===== config.mk =====
export PLATFORM = sky130hd
export DESIGN_NAME = gate_bist_ctrl
export DESIGN_NICKNAME = d
export VERILOG_FILES = /design/src/rtl/gate_bist_ctrl.sv
export SDC_FILE = /design/constraint.sdc
export NUM_CORES = 1
export LEC_CHECK = 0
export ABC_AREA = 0
export BUFFER_PORTS_ARGS = -buffer_cell sky130_fd_sc_hd__buf_2
export CORE_MARGIN = 4
export CORE_UTILIZATION = 56
export DETAILED_ROUTE_END_ITERATION = 7
export PLACE_DENSITY = 0.77
export SYNTH_ARGS = -nofsm -noshare
export SYNTH_HDL_FRONTEND = slang
export SYNTH_SLANG_ARGS = --single-unit

===== constraint.sdc =====
create_clock -name clk -period 3.55 [get_ports clk]
set_clock_uncertainty 0.2 [all_clocks]
set_input_delay 0.355 -clock clk [delete_from_list [all_inputs] [get_ports clk]]
set_output_delay 0.355 -clock clk [all_outputs]
set_load 0.005 [all_outputs]

===== src/rtl/gate_bist_ctrl.sv =====
// gate_bist_ctrl: BIST sequencer for the 8-function NAND-based gate unit.
// Latency: each enabled vector is held SETTLE cycles; done pulses one cycle after the last sample.
// Backpressure: none; start is ignored unless IDLE, abort cancels a run. Optional: GATE_BIST_STOP_ON_FAIL_EN.
module gate_bist_ctrl #(
  parameter int unsigned SETTLE = 1,
  parameter logic [31:0] GOLDEN = 32'h3396_1E87
) (
  input  logic        clk,
  input  logic        rst_n,
  input  logic        start,
  input  logic        abort,
  input  logic [7:0]  sel_mask,
  output logic        dut_a,
  output logic        dut_b,
  output logic [2:0]  dut_sel,
  input  logic        dut_out,
  output logic        busy,
  output logic        done,
  output logic        pass,
  output logic [5:0]  fail_count,
  output logic [4:0]  first_fail_idx,
  output logic [31:0] result
);

  typedef enum logic [1:0] {S_IDLE, S_RUN, S_DONE} state_t;

  localparam logic [3:0] SETTLE_M1 = 4'(SETTLE - 1);

  state_t      r_state;
  logic [7:0]  r_mask;
  logic [4:0]  r_idx;
  logic [3:0]  r_cnt;
  logic        r_busy;
  logic        r_done;
  logic        r_pass;
  logic [5:0]  r_fc;
  logic [4:0]  r_ffi;
  logic [31:0] r_result;

  logic [3:0]  w_first;
  logic [3:0]  w_next;
  logic        w_last_in_grp;
  logic        w_nxt_vld;
  logic [4:0]  w_nxt_idx;
  logic        w_sample;
  logic        w_mis;
  logic [5:0]  w_fc_nxt;
  logic        w_stop;

  // Lowest enabled sel group at or above 'from'; returns {found, sel}.
  function automatic logic [3:0] find_sel(input logic [7:0] mask, input logic [3:0] from);
    logic [3:0] res;
    res = 4'b0000;
    for (int s = 7; s >= 0; s--) begin
      if (mask[s] && (s >= int'(from))) res = {1'b1, 3'(s)};
    end
    return res;
  endfunction

  assign w_first       = find_sel(sel_mask, 4'd0);
  assign w_next        = find_sel(r_mask, {1'b0, r_idx[4:2]} + 4'd1);
  assign w_last_in_grp = &r_idx[1:0];
  assign w_nxt_vld     = !w_last_in_grp || w_next[3];
  assign w_nxt_idx     = w_last_in_grp ? {w_next[2:0], 2'b00} : (r_idx + 5'd1);
  assign w_sample      = (r_cnt == SETTLE_M1);
  assign w_mis         = (dut_out != GOLDEN[r_idx]);
  assign w_fc_nxt      = r_fc + {5'b00000, w_mis};

`ifdef GATE_BIST_STOP_ON_FAIL_EN
  assign w_stop = w_mis;
`else
  assign w_stop = 1'b0;
`endif

  // Sequencer FSM: walks enabled vectors, samples the gate unit and accumulates results.
  always_ff @(posedge clk or negedge rst_n) begin
    if (!rst_n) begin
      r_state  <= S_IDLE;
      r_mask   <= 8'h00;
      r_idx    <= 5'd0;
      r_cnt    <= 4'd0;
      r_busy   <= 1'b0;
      r_done   <= 1'b0;
      r_pass   <= 1'b0;
      r_fc     <= 6'd0;
      r_ffi    <= 5'd0;
      r_result <= 32'h0;
    end else begin
      case (r_state)
        S_IDLE: begin
          if (start && !abort) begin
            r_mask   <= sel_mask;
            r_result <= 32'h0;
            r_fc     <= 6'd0;
            r_ffi    <= 5'd0;
            r_cnt    <= 4'd0;
            if (w_first[3]) begin
              r_idx   <= {w_first[2:0], 2'b00};
              r_busy  <= 1'b1;
              r_pass  <= 1'b0;
              r_state <= S_RUN;
            end else begin
              // Empty mask: nothing to test, report a trivially passing run.
              r_done  <= 1'b1;
              r_pass  <= 1'b1;
              r_state <= S_DONE;
            end
          end
        end
        S_RUN: begin
          if (abort) begin
            // Discard any sample due on this edge; partial results stay visible.
            r_state <= S_IDLE;
            r_busy  <= 1'b0;
            r_pass  <= 1'b0;
            r_idx   <= 5'd0;
            r_cnt   <= 4'd0;
          end else if (w_sample) begin
            r_cnt           <= 4'd0;
            r_result[r_idx] <= dut_out;
            r_fc            <= w_fc_nxt;
            if (w_mis && (r_fc == 6'd0)) r_ffi <= r_idx;
            if (w_stop || !w_nxt_vld) begin
              r_state <= S_DONE;
              r_busy  <= 1'b0;
              r_done  <= 1'b1;
              r_pass  <= (w_fc_nxt == 6'd0);
              r_idx   <= 5'd0;
            end else begin
              r_idx <= w_nxt_idx;
            end
          end else begin
            r_cnt <= r_cnt + 4'd1;
          end
        end
        S_DONE: begin
          r_done  <= 1'b0;
          r_state <= S_IDLE;
        end
        default: r_state <= S_IDLE;
      endcase
    end
  end

  // r_idx is held at 0 outside RUN, so it drives the gate unit directly.
  assign dut_sel        = r_idx[4:2];
  assign dut_a          = r_idx[1];
  assign dut_b          = r_idx[0];
  assign busy           = r_busy;
  assign done           = r_done;
  assign pass           = r_pass;
  assign fail_count     = r_fc;
  assign first_fail_idx = r_ffi;
  assign result         = r_result;

endmodule

Word level (Yosys, flattened, before mapping)
Memory sizes are Yosys's and may differ from the RTL's.
Cells that the tools add are included.
- register bits after elaboration: 65
- bits in read-only memories: 32
- output and inout port bits: 51
- memories kept: 1
- memory list (name ; words ; bits a word ; rd ports ; clocked after memory_dff ; write ports ; RTL line ; text):
    (name not given) ; 32 ; 1 ; 1 ; 0 ; 0 ; 66 ; assign w_mis = (dut_out != GOLDEN[r_idx]);
- $add $sub $neg: 4
- $lt $le $gt $ge: 10
- equal/unequal tests: 12
- multiplexer cells: 68
- reduce and logical (&&, ||, !) cells: 30
- operators by type and width (kind ; count):
    2-to-1 mux 32 bit ; 3
    2-to-1 mux 4 bit ; 19
    one-hot mux 32 bit (2 select lines) ; 1
    2-to-1 mux 5 bit ; 10
    bitwise mux 32 bit ; 1
    one-hot mux 5 bit (2 select lines) ; 2
    2-to-1 mux 6 bit ; 3
    2-to-1 mux 1 bit ; 17
    >= comparator 3 x 4 -> 1 bit, first input constant ; 4
    != test 2 bit, second input constant ; 7
    logical NOT 6 bit ; 2
    one-hot mux 6 bit (2 select lines) ; 1
    AND reduction 4 bit ; 3
    logical AND 1 bit ; 11
    2-to-1 mux 2 bit ; 5
    AND reduction 5 bit ; 2
    >= comparator 1 x 4 -> 1 bit, first input constant ; 2
    >= comparator 2 x 4 -> 1 bit, first input constant ; 2
    one-hot mux 4 bit (2 select lines) ; 1
    adder 6 x 1 -> 6 bit ; 1
    < comparator 5 x 6 -> 1 bit, second input constant ; 1
    != test 3 bit, second input constant ; 2
    AND reduction 2 bit ; 3
    AND reduction 6 bit ; 1
    other kinds (18) ; 20

Logic depth before layout (Yosys ltp)
Gate-level depths: netlist (run 1).
- depth in word-level cells: 16
- mapped depth: 14
- mapped depth without buffers: 13

Worst setup path after synthesis (run 1)
No wires, ideal clock.
- path type: register -> register
- start: register r_idx[1]
- end: register r_pass (netlist: pass)
- arrival: 2751 ps
- data required time: 3222 ps
- path slack: 472 ps
- cell stages (with the launch flop): 15
- path buffers: 1
- cells stage by stage: dfrtp_1 -> inv_1 -> ha_1 -> buf_2 -> mux2i_1 -> xnor2_1 -> mux2_2 -> xnor2_1 -> ha_1 -> ha_1 -> xnor2_1 -> nand3_1 -> o31ai_1 -> a32o_1 -> mux2_1
- cells in the longest elaborated chain, start to end: 9
- ends and longest elaborated chain (item ; RTL line ; text):
    start: declaration ; 31 ; logic [4:0] r_idx;
    start signal: assignment ; 98 ; r_idx <= {w_first[2:0], 2'b00};
    start signal: assignment ; 130 ; r_idx <= w_nxt_idx;
    memory (32 x 1 bit) ; n/a ;
    2-to-1 mux 1 bit (not written as such) ; 66 ;
    != test 1 bit ; 66 ;
    adder 6 x 1 -> 6 bit ; 67 ; assign w_fc_nxt = r_fc + {5'b00000, w_mis};
    logical NOT 6 bit ; 127 ; r_pass <= (w_fc_nxt == 6'd0);
    2-to-1 mux 1 bit ; 123 ; if (w_stop || !w_nxt_vld) begin
    2-to-1 mux 1 bit ; 118 ; end else if (w_sample) begin
    2-to-1 mux 1 bit ; 111 ; if (abort) begin
    one-hot mux 1 bit (2 select lines) ; 89 ; case (r_state)
    end signal: assignment ; 127 ;
    end: declaration ; 35 ; logic r_pass;
Parallel ways exist; a longest one is shown, timed or not. The select of a mux whose other input is x is not followed.
A chain may end at the register's enable or synchronous reset.

Final worst setup path (run 1)
- start: register r_idx[0]
- end: register r_pass (netlist: pass)
The elaborated chain is that of the path after synthesis.

==> results.md, run 1 <==
* Sequential fraction of the synthesis area at 0.4483
* P_int at 1.350 mW
* Syn. warnings at 0
* LEAKAGE at 2.016 nW
* Final WL at 9758 um
* Top_reg_cell synth: dfrtp_1
* Yosys reg bits at 65
* Final Power at 2.030 mW
* Hold Crit Class: in -> reg
* CP max FO at 6
* Vias per inst at 6.302
* Final net count at 490
* Average size of a mapped cell at 9.049 um2
* Fin. Hold Viols at 0
* Area grow syn2layout at 17.24%
* Antenna violations before repair at 0
* Vias in the first global route at 3,290
* Startpoint Class: register
* CP Class: reg -> reg
* Status: completed
* Switching share of power at 0.3351
* NetSw at 0.6801 mW
* Clock Tree Root: clkbuf_8
* CTS sink count at 65
* Worst r2r src: r_idx[0]
* Syn Nets at 426
* Peak supply drop at 0.3050 mV
* Fmax at 305.4 MHz
* Grt total ovfl at 0
* Cts bufs inserted at 9
* GRT Overall Usage at 0.2639
* Comb pwr share at 0.250
* Share of layout cells above drive strength 1 at 0.2468
* Critical Path End Type: register
* Htree depth at 3
* Worst-path clk slew at 0.08 ns
* DR DRC count at 0
* Worst Reg-to-Reg Cells at 13
* Minimum hold slack at 0.06972 ns
* Site Rows at 29
* Hold path cells at 2
* CTS tree: built
* Crit path required time at 3.59 ns
* Syn Std Cell Area at 3628 um2
* Iteration-0 DRC Markers at 263
* PortBufs at 63
* I/O pin count at 64
* Ys async rst share at 1.000
* First-pass detailed-route iteration total at 5
* Core region area at 6314 um2
* RSZ-0062 raised after global routing: no
* Ant. Diodes at 0
* Data arrival time of the worst path at 3.31 ns
* Die W at 88.50 um
* Post-synth EDFFs at 0
* Routability cong. at 0.9666
* Clock network power share at 0.320
* Min cycle time layout at 3.274 ns
* Routed via count at 3,447
* Remaining antenna violation count at 0
* R2r setup slk at 0.28 ns
* Worst-Skew Late Latency at 0.35 ns
* Netlist cell types at 57
* Seq pwr share at 0.429
* Min-delay src: sel_mask[2]
* Hold Path Sink: r_mask[2]
* Max clock buf depth at 2
* Pins Over Slew Limit at 0
* DR WL/cell at 17.84 um
* Max-cap viol count at 0
* Fin crit share at 0.9223
* Post-CTS setup buffers at 0
* Post-Syn Instances at 401
* RR Endpoint: pass
* Power density over the cells at 477.1 nW/um2
* Global-route wire length before repair at 16,040 um
* Die area at 7831 um2
* Die Y at 88.50 um
* Initial Util at 0.5747
* Largest net degree at the start of global routing at 38
* Setup-failing EPs final at 0
* Setup TNS at 0 ns
* Detail Placement HPWL at 6829 um
* Worst slew margin at 0.5937
* Worst-Margin Slew at 0.6049 ns
-- cell usage in the layout (no fill, tap or decap), types with 3 or more instances in the layout --
master | netlist | final
clkinvlp_4 | 0 | 3
a21oi_1 | 38 | 38
o21ai_0 | 87 | 87
xnor2_1 | 5 | 5
and3_1 | 3 | 3
nand2_1 | 32 | 32
nand3_1 | 12 | 12
o22ai_1 | 7 | 7
ha_1 | 12 | 12
a211oi_1 | 3 | 3
nor2_1 | 13 | 13
mux2_2 | 9 | 9
buf_4 | 2 | 11
xor2_1 | 3 | 3
nand3_2 | 4 | 4
buf_2 | 6 | 63
dfrtp_1 | 65 | 65
nor2b_1 | 3 | 3
nor3_1 | 16 | 16
a22oi_1 | 3 | 3
inv_1 | 15 | 15
clkbuf_8 | 0 | 10
-- state kept, by name (all words and copies together), names as in the netlist --
| signal | flops |
|---|---|
| busy | 1 |
| done | 1 |
| fail_count | 6 |
| first_fail_idx | 5 |
| pass | 1 |
| r_cnt | 4 |
| r_idx | 5 |
| r_mask | 8 |
| r_state | 2 |
| result | 32 |
-- synth_stat cells, types with 2 or more instances --
master | count | area share
xnor2_1 | 5 | 0.012
nor3b_1 | 2 | 0.0041
ha_1 | 12 | 0.041
o31ai_1 | 2 | 0.0041
o21ai_1 | 2 | 0.0028
mux2_2 | 9 | 0.028
inv_1 | 15 | 0.016
mux2i_1 | 2 | 0.0055
o211ai_1 | 2 | 0.0041
a21oi_1 | 38 | 0.052
a211oi_1 | 3 | 0.0062
and3_1 | 3 | 0.0052
nor2_1 | 13 | 0.013
o2bb2ai_1 | 2 | 0.0048
buf_4 | 2 | 0.0041
nor3_1 | 16 | 0.022
a211oi_2 | 2 | 0.0069
buf_2 | 6 | 0.0083
nand2_1 | 32 | 0.033
a32o_1 | 2 | 0.0055
clkinv_1 | 2 | 0.0021
nand2b_1 | 2 | 0.0034
nand4_1 | 2 | 0.0034
o21ai_0 | 87 | 0.12
a31oi_1 | 2 | 0.0034
nor2b_1 | 3 | 0.0052
nand3_1 | 12 | 0.017
clkbuf_1 | 15 | 0.016
dfrtp_1 | 65 | 0.45
a22oi_1 | 3 | 0.0062
o22ai_1 | 7 | 0.012
nand3_2 | 4 | 0.011
xor2_1 | 3 | 0.0072
-- power by group through the flow --
stage / registers [mW] / clock network [mW] / logic, mW
final: 0.871 / 0.651 / 0.508
after global routing: 0.884 / 0.690 / 0.560
after CTS: 0.870 / 0.655 / 0.498
after detailed placement: 0.883 / 0 / 0.492
after global placement: 0.879 / 0 / 0.478
after floorplan: 0.867 / 0 / 0.335
-- through the flow --
stage               instance area [um2]    util  cells  worst slack [ns]
detailed placement                 4025  0.6375    529            0.3091
CTS                                4239  0.6714    546            0.2917
global route                       4254  0.6738    547            0.1410
finish                             4254  0.6738    547            0.2759
floorplan                          3628       -    401            0.4718
global placement                   4025  0.6375    529            0.4544
-- cell type report --
class / instances / area, um2
Fill cell: 557 / 2059
Sequential cell: 65 / 1627
Timing Repair Buffer: 76 / 422.9
Clock buffer: 10 / 137.6
Tap cell: 77 / 96.34
Multi-Input combinational cell: 296 / 1841
Inverter: 17 / 63.81
Clock inverter: 6 / 66.31
-- cells by family after synthesis --
group | after synthesis | share of synthesized area
AO/OA/AOI/OAI | 165 | 0.2610
XOR/XNOR | 9 | 0.02380
adder cells (fa/ha/maj) | 12 | 0.04138
buffers and inverters | 40 | 0.04551
flip-flops | 65 | 0.4483
multiplexers | 12 | 0.03655
AND/OR/NAND/NOR | 98 | 0.1435
-- routing by layer --
metal / track usage / part of all wire / vias to the layer above
li1: - / - / 1589
met1: 0.3575 / 0.43 / 1678
met2: 0.4106 / 0.47 / 158
met3: 0.06238 / 0.077 / 22
met4: 0.1044 / 0.022 / 0
met5: 0 / 0 / -
-- critical path, cell delays in order, from the launching register on --
cell and delay [ns]:
dfrtp_1 0.44, inv_1 0.13, ha_1 0.32, xor2_1 0.16, o21ai_0 0.10, mux2_2 0.33
xnor2_1 0.14, ha_1 0.21, ha_1 0.26, xnor2_1 0.15, nand3_1 0.09, o31ai_1 0.09
a32o_1 0.27, mux2_1 0.28
-- how the worst max path moves through the flow --
stage / startpoint / endpoint / slack (ns)
global route: r_idx[0] / pass / 0.14
floorplan: r_idx[1] / pass / 0.47
CTS: r_idx[0] / pass / 0.29
detailed placement: r_idx[0] / pass / 0.31
finish: r_idx[0] / pass / 0.28
global placement: r_idx[1] / pass / 0.45
-- timing repair --
item	4_1_cts	5_1_grt
hold buffers	1	0
hold endpoints to repair	17	0
resized for setup	0	0
Note: power is estimated with default switching activity, not from simulation.
==> inputs of run 2 (changes only) <==
- ABC_AREA: 0 -> 1
- CORE_UTILIZATION: 56 -> 57
- PLACE_DENSITY: 0.77 -> 0.78
==> run 2 against run 1 <==
Net effect:
- global-route usage down 0.71 points
- clock power grew 8.1%
- count of clock-buffer cells in the layout increased by 1
- critical path depth rose by 2
- critical path type unchanged
- largest cell class unchanged
==> results.md, run 2 <==
* Most common cell after layout, fill and taps aside: nand2_1
* Iteration-0 DRC Markers at 272 (+3.4%)
* Area grow syn2layout at 13.94%
* I/O pin count at 64 (unchanged)
* Largest delay contributor family on the critical path: simple AND/OR/NAND/NOR gates
* Hold Crit Class: in -> reg
* Post-Syn Instances at 455 (+13%)
* Xor-xnor portion of the synthesized cell area at 0.01594 (-0.007857)
* Worst-Skew Late Latency at 0.35 ns (about the same)
* Sequential fraction of the synthesis area at 0.4316 (-0.01667)
* Final WL at 9511 um (-2.5%)
* Data arrival time of the worst path at 3.00 ns (-0.31 ns)
* Max stage delay on crit path at 0.43 ns (about the same)
* # hold bufs at CTS at 1 (unchanged)
* Fin. Hold Viols at 0 (unchanged)
* Vias in the first global route at 3,245 (-1.4%)
* Site Rows at 29 (unchanged)
* Detail Placement HPWL at 6895 um (+0.97%)
* Min cycle time layout at 2.913 ns (-0.3614 ns)
* Top cells by area, synth: dfrtp_1, nand2_1, inv_1
* Mux contribution to synthesized area at 0 (-0.03655)
* Clock Tree Root: clkbuf_8
* Worst r2r src: r_idx[1]
* R2r setup slk at 0.64 ns (+0.36 ns)
* Cts bufs inserted at 9 (unchanged)
* Syn. warnings at 0 (unchanged)
* Number of flip-flops in the largest register at 32 (unchanged)
* RSZ-0062 raised after global routing: no
* Power density over the cells at 786.9 nW/um2 (+65%)
* Fill cell count at 541 (-2.9%)
* Final Non-Filler Cells at 596 (+9.0%)
* DR DRC count at 0 (unchanged)
* CTS sink count at 65 (unchanged)
* Inst Count DP at 579 (+9.5%)
* Setup TNS at 0 ns (unchanged)
* Post_cts resized at 0 (unchanged)
* CP max FO at 6 (unchanged)
* Buf/Inv on CP at 1 (unchanged)
* PortBufs at 63 (unchanged)
* Most frequent cell after synthesis: nand2_1
* Post-CTS setup buffers at 0 (unchanged)
* Pre-CTS WS at 0.6812 ns (+0.3721 ns)
* CP Cell Sequence: inv_1, ha_1, nand2_1, o21ai_0, nand2_1, nand3_1, nand2_1, xnor2_2, ha_1, ha_1, nor4_1, nand4_1, nand2_1, nand3_1, nand2_1
* First-pass detailed-route iteration total at 5 (unchanged)
* Antenna violations before repair at 0 (unchanged)
* Largest family of logic cells by synthesized area: simple AND/OR/NAND/NOR gates
* Top post-synthesis cells by count: nand2_1, dfrtp_1, inv_1
* Worst-path clk slew at 0.07 ns (about the same)
* Post-Synth Simple-Gate Area at 0.2377 (+0.09427)
* Top_reg_cell synth: dfrtp_1
* CTS tree: built
* GRT Overall Usage at 0.2568 (-0.007127)
* Worst Reg-to-Reg Cells at 15 (+2)
* Ant. Diodes at 0 (unchanged)
* Max-cap viol count at 0 (unchanged)
* Crit-path slowest cell: dfrtp_1
* Core region area at 6386 um2 (+1.1%)
* Vias per inst at 5.664 (-10%)
* Synth Area in Compound Gates at 0.1793 (-0.08175)
* Largest net degree at the start of global routing at 38 (unchanged)
* Status: completed
* Share of layout cells above drive strength 1 at 0.2139 (-0.03294)
* Yosys reg bits at 65 (unchanged)
* Critical Path Most Common Cell: nand2_1
* Final net count at 539 (+10%)
* Critical Path End Type: register
* Syn Nets at 480 (+13%)
* Minimum hold slack at 0.03494 ns (-0.03479 ns)
* Average size of a mapped cell at 8.283 um2 (-8.5%)
* Netlist cell types at 39 (-32%)
* Instance count on the critical path at 15 (+2)
* Util after Layout at 0.6724 (-0.001387)
* Initial Util at 0.5901 (+0.01541)
* Peak supply drop at 0.6282 mV (+110%)
* Crit path launch: r_idx[1]
* Die Y at 89.31 um (+0.92%)
* Routed via count at 3,376 (-2.1%)
* Routability cong. at 0.8746 (-9.5%)
* LEAKAGE at 2.214 nW (+9.8%)
* Fmax at 343.3 MHz (+12%)
* Remaining antenna violation count at 0 (unchanged)
* Most frequent cells in the layout: nand2_1, dfrtp_1, buf_2, inv_1, nor2_1
* Worst slew margin at 0.5781 (-0.01560)
* Htree depth at 3 (unchanged)
* Top-area cell type share of the netlist area at 0.4316 (-0.01667)
* Pins Over Slew Limit at 0 (unchanged)
* DR WL/cell at 15.96 um (-11%)
* CP Class: reg -> reg
* Final WS setup at 0.6373 ns (+0.3614 ns)
* Grt total ovfl at 0 (unchanged)
* Setup-failing EPs final at 0 (unchanged)
* Fin crit share at 0.8205 (-0.1018)
* Die area at 7976 um2 (+1.9%)
* Max clock buf depth at 2 (unchanged)
* Post-synthesis adder-cell area fraction at 0.03984 (-0.001539)
* Syn Std Cell Area at 3769 um2 (+3.9%)
* Crit path required time at 3.64 ns (+0.05 ns)
* Critical Path Sink: pass
* RR Endpoint: pass
* Global-route wire length before repair at 15,610 um (-2.6%)
* Startpoint Class: register
* Ys async rst share at 1.000 (unchanged)
* Synth area leader: dfrtp_1
* Die W at 89.31 um (+0.92%)
* Post-synth EDFFs at 0 (unchanged)
* Worst-Margin Slew at 0.6329 ns (+0.02805 ns)
-- run 2: how the worst min path moves through the flow --
stage,start,to,slack [ns],depth (start not counted)
6_report,sel_mask[7],r_mask[7],0.03,3
5_1_grt,sel_mask[1],r_mask[1],0.05,3
4_1_cts,sel_mask[7],r_mask[7],0.03,3
3_5_place_dp,rst_n,result[6],0.21,1
3_3_place_gp,rst_n,result[10],0.20,1
2_1_floorplan,rst_n,busy,-0.14,0
-- run 2: report_power, final --
group          internal, mW  leakage [nW]  total (mW)  switching, mW
Sequential            0.910         0.876        1.10          0.186
Combinational         0.523          1.22        1.58           1.06
Clock                 0.414         0.113       0.704          0.290
-- run 2: routing by layer --
metal  track usage  wire length, um  vias to the layer above
li1              -                -                     1648
met1        0.3471             4238                     1589
met2        0.4126             4476                      124
met3       0.05161              624                       15
met4       0.08931              172                        0
met5             0                0                        -
-- run 2: worst register-to-register path, delay by kind of cell (launching register included) --
family                     cells  cell delay [ns]
xor gates and xnor gates       1             0.16
DFF                            1             0.43
and+or+nand+nor                9             0.97
adders and majority gates      3             0.83
AOI/OAI and AO/OA              1             0.11
buffers and inverters          1             0.16
-- run 2: cell type report --
type,count,area [um2],share of cell area
multi-input cells,313,1782,0.4149
repair buffers,66,340.3,0.07925
flip-flops and latches,65,1627,0.3788
clock inverters,5,78.83,0.01836
well taps,77,96.34,0.02244
clock buffers,11,141.4,0.03293
inverters,59,229.0,0.05332
-- run 2: logic make-up (layout without fill, tap and decap cells) --
logic type	Yosys count	in the layout
simple gates	190	190
compound gates	105	105
buf+inv	77	141
flops	65	65
fa+ha+maj	12	12
xor+xnor	6	6
-- run 2: metrics by stage --
step / power, mW / cell area (um2)
floorplan: 2.294 / 3769
detailed placement: 2.661 / 4064
finish: 3.379 / 4294
global placement: 2.617 / 4064
global route: 3.651 / 4294
CTS: 3.370 / 4294
